`src/rtl/mem_arbiter.sv`:
```
// rtl/mem_arbiter.sv - single RAM port arbiter between icache and dcache with burst lock and starvation bound
//
// Ports:
//   CLK, RST                      clock and synchronous active-high reset
//   iREN, iaddr, iload, iwait     icache read-only requester
//   dREN, dWEN, daddr, dstore,
//   dburst, dload, dwait          dcache read/write requester (dburst holds the grant for one more word)
//   ramREN, ramWEN, ramaddr,
//   ramstore, ramload, ramstate   shared RAM port (ramstate: 0 FREE, 1 BUSY, 2 ACCESS, 3 ERROR)
module mem_arbiter #(
    parameter int MAX_D_STREAK = 4,
    parameter int ADDR_W       = 32
) (
    input  logic              CLK,
    input  logic              RST,
    input  logic              iREN,
    input  logic [ADDR_W-1:0] iaddr,
    output logic [ADDR_W-1:0] iload,
    output logic              iwait,
    input  logic              dREN,
    input  logic              dWEN,
    input  logic [ADDR_W-1:0] daddr,
    input  logic [ADDR_W-1:0] dstore,
    input  logic              dburst,
    output logic [ADDR_W-1:0] dload,
    output logic              dwait,
    output logic              ramREN,
    output logic              ramWEN,
    output logic [ADDR_W-1:0] ramaddr,
    output logic [ADDR_W-1:0] ramstore,
    input  logic [ADDR_W-1:0] ramload,
    input  logic [1:0]        ramstate
);

    typedef enum logic [1:0] {
        IDLE = 2'd0,
        IGNT = 2'd1,
        DGNT = 2'd2
    } state_t;

    localparam logic [1:0] RAM_ACCESS   = 2'd2;
    localparam logic [1:0] RAM_ERROR    = 2'd3;
    localparam logic [3:0] STREAK_LIMIT = 4'(MAX_D_STREAK);

    state_t     state_q, state_d;
    logic [3:0] dstreak_q, dstreak_d;
    logic       dlock_q, dlock_d;

    logic d_req;
    logic ram_access;
    logic ram_error;

    assign d_req      = dREN | dWEN;
    assign ram_access = (ramstate == RAM_ACCESS);
    assign ram_error  = (ramstate == RAM_ERROR);

    // A completion is a granted cycle in which the RAM reports ACCESS.
    assign iwait = iREN  & ~((state_q == IGNT) & ram_access);
    assign dwait = d_req & ~((state_q == DGNT) & ram_access);

    assign iload = ramload;
    assign dload = ramload;

    always_ff @(posedge CLK) begin
        if (RST) begin
            state_q   <= IDLE;
            dstreak_q <= 4'd0;
            dlock_q   <= 1'b0;
        end else begin
            state_q   <= state_d;
            dstreak_q <= dstreak_d;
            dlock_q   <= dlock_d;
        end
    end

    always_comb begin
        state_d   = state_q;
        dstreak_d = dstreak_q;
        dlock_d   = dlock_q;
        ramREN    = 1'b0;
        ramWEN    = 1'b0;
        ramaddr   = '0;
        ramstore  = '0;

        unique case (state_q)
            IDLE: begin
                // Starvation bound is only consulted here, so a locked burst is never split.
                if (d_req && iREN) begin
                    state_d = (dstreak_q >= STREAK_LIMIT) ? IGNT : DGNT;
                end else if (d_req) begin
                    state_d = DGNT;
                end else if (iREN) begin
                    state_d = IGNT;
                end
            end

            IGNT: begin
                ramREN  = 1'b1;
                ramaddr = iaddr;
                if (!iREN || ram_error) begin
                    state_d = IDLE;
                    dlock_d = 1'b0;
                end else if (ram_access) begin
                    state_d   = IDLE;
                    dstreak_d = 4'd0;
                end
            end

            DGNT: begin
                ramaddr  = daddr;
                ramstore = dstore;
                ramWEN   = dWEN;
                ramREN   = dREN & ~dWEN;    // write wins when both are raised
                if (!d_req || ram_error) begin
                    state_d = IDLE;
                    dlock_d = 1'b0;
                end else if (ram_access) begin
                    if (iREN) begin
                        dstreak_d = (dstreak_q == 4'hF) ? 4'hF : dstreak_q + 4'd1;
                    end else begin
                        dstreak_d = 4'd0;
                    end
                    // dlock marks the second word of a burst; dburst on that word is ignored.
                    if (dburst && !dlock_q) begin
                        dlock_d = 1'b1;
                    end else begin
                        dlock_d = 1'b0;
                        state_d = IDLE;
                    end
                end
            end

            default: begin
                state_d = IDLE;
            end
        endcase
    end

endmodule

```
`config.mk`:
```
export PLATFORM = sky130hd
export DESIGN_NAME = mem_arbiter
export DESIGN_NICKNAME = d
export VERILOG_FILES = /design/src/rtl/mem_arbiter.sv
export SDC_FILE = /design/constraint.sdc
export NUM_CORES = 1
export LEC_CHECK = 0
export BUFFER_PORTS_ARGS = -buffer_cell sky130_fd_sc_hd__buf_2
export CAP_MARGIN = 15
export CORE_AREA = 2 2 103 105
export CTS_CLUSTER_DIAMETER = 40
export DETAILED_ROUTE_END_ITERATION = 10
export DIE_AREA = 0 0 105 107
export SYNTH_ARGS = -nofsm -noshare
export SYNTH_HDL_FRONTEND = slang
export SYNTH_SLANG_ARGS = --single-unit
```
`constraint.sdc`:
```
create_clock -name CLK -period 2.3 [get_ports CLK]
set_input_delay 0.46 -clock CLK [delete_from_list [all_inputs] [get_ports CLK]]
set_output_delay 0.46 -clock CLK [all_outputs]
set_load 0.005 [all_outputs]
```
Yosys cells after proc, flatten, opt, wreduce, memory -nomap -nowiden
Index checks and enable logic that the tools add are counted.

Flip-flop bits (word level): 7. Input bits: 136. Output and inout port bits: 132.

Add/subtract/negate cells: 1. Order comparisons: 1. Equal/unequal tests: 14. Muxes and demuxes: 26. Bitwise gates (word level): 9. Reductions and logical operators: 12.

Operators by type and width (count): 32-bit case mux with 2 select lines (1); 32-bit 2-to-1 mux (1); 4-bit 2-to-1 mux (6); 2-bit 2-to-1 mux (9); 2-bit inequality test (second input constant) (4); 4-bit case mux with 2 select lines (1); 2-bit == test (second input constant) (3); 3-bit by 2-bit inequality test with 1-bit output (second input constant) (2); 2-bit case mux with 3 select lines (1); 1-bit bitwise AND (5); 1-bit 2-to-1 mux (5); 5-bit AND reduction (1); 4-bit by 1-bit adder with 4-bit output (second input constant) (1); 4-bit == test (second input constant) (1); 4-bit by 3-bit >= comparator with 1-bit output (second input constant) (1); 4-bit inequality test (second input constant) (1); 1-bit case mux with 2 select lines (2); 4-bit AND reduction (1); 1-bit logical NOT (3); 3-bit inequality test (second input constant) (1); 1-bit inverter (3); 3-bit AND reduction (1); 2-bit by 1-bit == test with 1-bit output (second input constant) (1); 1-bit logical AND (2); other kinds (5) (6).

Longest topological paths before layout
Depth after elaboration: 6. Depth in mapped cells: 7. Depth with buffers taken out: 6.

Least setup slack after synthesis
Ideal clock, no wire load.

Path kind: register to output. From: register state_q[0]. To: output ramstore[31]. Arrival time: 1.463 ns. Data required time: 1.840 ns. Slack: 0.377 ns. Stages on the path, launching flop included: 7. Buffers on the path: 3. Cell sequence: dfxtp_1 -> inv_1 -> ha_1 -> clkbuf_1 -> clkbuf_1 -> clkbuf_1 -> and2_1.

Longest elaborated chain between the ends: 2.

RTL lines: start: declaration (line 45) `state_t state_q, state_d;`; start signal: assignment (line 70) `state_q <= state_d;`; 2-bit == test (line 85) `unique case (state_q)`; 32-bit 2-to-1 mux (line 85); end: declaration (line 30) `output logic [ADDR_W-1:0] ramstore,`.

No other way between the ends.

Worst setup path after layout
From: register state_q[0]. To: output ramaddr[30].

Longest elaborated chain between the ends: 2. Elaborated cells on any way between the ends: 3. Those cells by class: eq/ne: 2; mux: 1.

RTL lines: 2-bit == test or 2-bit by 1-bit == test with 1-bit output (tied branches) (line 85); 32-bit case mux with 2 select lines * (line 85); end: declaration (line 29) `output logic [ADDR_W-1:0] ramaddr,`.

Mark *: on every way between the ends. The rest lies on a longest branch, timed or not.

==> run summary <==
Fmax: 459.1 MHz
Seq cells post-synth: 7
fin nets: 488
TritonCTS buffer count: 3
vias per std cell: 4.251
drt initial violations: 143
mapped cell area: 1728 um^2
Int Pwr: 529.7 uW
Max Slew Vio Count: 0
Mean Syn Cell Area: 7.024 um^2
Critical Path Max Stage Delay: 0.31 ns
clk buf depth: 2
period utilisation layout: 0.9470
HP Class: flop to flop
setup TNS: 0 ns
number of cell rows: 37
pre-CTS WS: 0.3120 ns
pwr/cell area: 369.2 nW/um^2
status: completed
Primary FF master, synth: dfxtp_1
min-delay src: dlock_q
critical path class: flop to output pin
Bufs and invs on worst path: 3
worst flop-to-flop path startpoint: state_q[0]
top cells by area, synth: buf_4 (28%), a22oi_1 (14%), and2_1 (12%)
worst-margin pin slew: 0.4820 ns
I/O Pins: 268
Worst VDD drop: 0.1932 mV
Gate power share: 0.644
initial antenna violation count: 0
Netlist cell types: 37
GPL Wtd Cong: 0.7809
hold_buf cts: 0
post-synthesis sequential area ratio: 0.08110
cell class contributing the biggest share of worst-path delay: buffers and inverters
Async SR Flop Fraction: 0
Hold EP: dlock_q
Routed WL: 6409 um
Yosys top cell by area: buf_4
final setup vio count: 0
Vias: 2053
Worst Reg-to-Reg Cells: 6
Leak: 0.001184 uW
Die X: 105 um
min Tclk post-route: 2.178 ns
RSZ-0062 raised after global routing: no
PortBufs: 171
WL/cell: 13.27 um
Startpoint Class: flop
Synth Instances: 246
clk sink count: 7
layout cells sized above 1: 0.5274
initial core utilization: 0.1712
count leader, synth: buf_4
slowest CP cell: dfxtp_1
Clock Latency Late Sink: 0.23 ns
total track usage: 0.1011
max cap viols: 0
GRT Residual Overflow: 0
Critical Path RT: 1.84 ns
clock slew seen by the registers of the worst setup and hold paths: 0.04 ns
crit-path cells: inv_1, ha_2, buf_4, a22oi_1, nor2b_1, buf_2
vias in the first global route: 1925
CTS resizes: 0
CP arrival: 1.72 ns
Setup Skew: 0.004655 ns
final hold violations: 0
design area: 2320 um^2
Synth top area share: 0.2781
sequential power share: 0.152
full die area: 11240 um^2
reg-to-reg slack, setup: 0.48 ns
commonest cells in the netlist: buf_4 (64), and2_1 (33), nor2b_1 (33)
Crit Path Max Fanout: 30
CTS H-tree depth: 1
postcts setup bufs: 0
Post-DRT Antenna Nets: 0
yosys warns: 0
Core Area: 10090 um^2
hold path depth: 2
total iterations of the first detailed-routing run: 4
Clock Power Share: 0.203
Power Total: 856.5 uW
relative slew slack: 0.6753
worst setup margin: 0.1219 ns
Root Driver: clkbuf_8
diode count: 0
Worst setup EP type: output pin
sw power: 326.8 uW
# DRC: 0
CTS tree: built
Die H: 107 um
hpwl dp: 5290 um
Area Growth Syn to Fin: 34.25%
wire length of the first global-routing pass: 9128 um
Switching Fraction: 0.3815
CP Depth: 6
EDFF count, synth: 0
final non-filler cell total: 483
pin count of the biggest net entering global routing: 46
placed insts: 479
Crit Reg-Reg Endpoint: dstreak_q[1]
Cell Area, Placed: 2272 um^2
Net Count, Synth: 386
==> logic make-up after synthesis <==
logic type	count (synthesis)	share of synthesized area
AO/OA/AOI/OAI	61	0.2520
adder cells (fa/ha/maj)	4	0.02897
buffers and inverters	85	0.3244
flip-flops	7	0.08110
AND/OR/NAND/NOR	89	0.3136
==> worst max path at each step <==
stage                    start  slack (ns)           end
floorplan           state_q[0]        0.38  ramstore[31]
global placement    state_q[0]        0.37    ramaddr[1]
detailed placement  state_q[0]        0.31   ramaddr[30]
CTS                 state_q[0]        0.07   ramaddr[30]
global route        state_q[0]        0.02   ramaddr[30]
finish              state_q[0]        0.12   ramaddr[30]
==> sequential cells by signal (all words and copies together), names as in the netlist <==
signal	cells
dstreak_q	4
dlock_q	1
state_q	2
==> worst min-delay path: stages, from the launching register on <==
cell     delay (ns)
dfxtp_1        0.31
o21ai_0        0.07
a21oi_1        0.06
==> final cells by class <==
class / count / area (um^2)
Inverter: 5 / 18.77
Sequential cell: 7 / 140.1
Clock buffer: 4 / 45.04
Timing Repair Buffer: 177 / 913.4
Fill cell: 1176 / 7772
Tap cell: 136 / 170.2
Multi-Input combinational cell: 154 / 1032
==> cell usage in the layout, fill, tap and decap left out, types with 2 or more instances in the layout <==
master,synthesis,final
a211o_1,2,2
a21boi_0,2,2
a21oi_1,5,5
a22oi_1,32,32
a31o_1,2,2
a31oi_1,4,4
and2_1,33,33
buf_2,1,171
buf_4,64,5
clkbuf_8,0,3
dfxtp_1,7,7
ha_1,4,2
ha_2,0,2
inv_1,5,5
nand2_1,5,5
nand2b_1,3,3
nand3_1,4,4
nor2_1,2,2
nor2b_1,33,33
o21a_1,2,2
o21ai_0,5,5
==> metal layers <==
layer,global-route usage,vias to the layer above,share of wire
li1,-,981,-
met1,0.1066,916,0.37
met2,0.2004,131,0.52
met3,0.01520,25,0.086
met4,0.03810,0,0.021
met5,0,-,0
==> through the flow <==
stage | hold slack (ns) | utilization
global route | 0.5307 | 0.2299
CTS | 0.4899 | 0.2296
floorplan | 0.4541 | -
detailed placement | 0.4840 | 0.2251
finish | 0.4851 | 0.2299
global placement | 0.4714 | 0.2251
==> power by group through the flow <==
stage / clock network [uW] / registers (uW) / logic (uW)
after CTS: 180 / 130 / 562
after floorplan: 0 / 131 / 382
after global routing: 187 / 131 / 614
final: 174 / 130 / 552
after detailed placement: 0 / 132 / 559
after global placement: 0 / 132 / 549
Note: power is estimated with default switching activity, not from simulation.
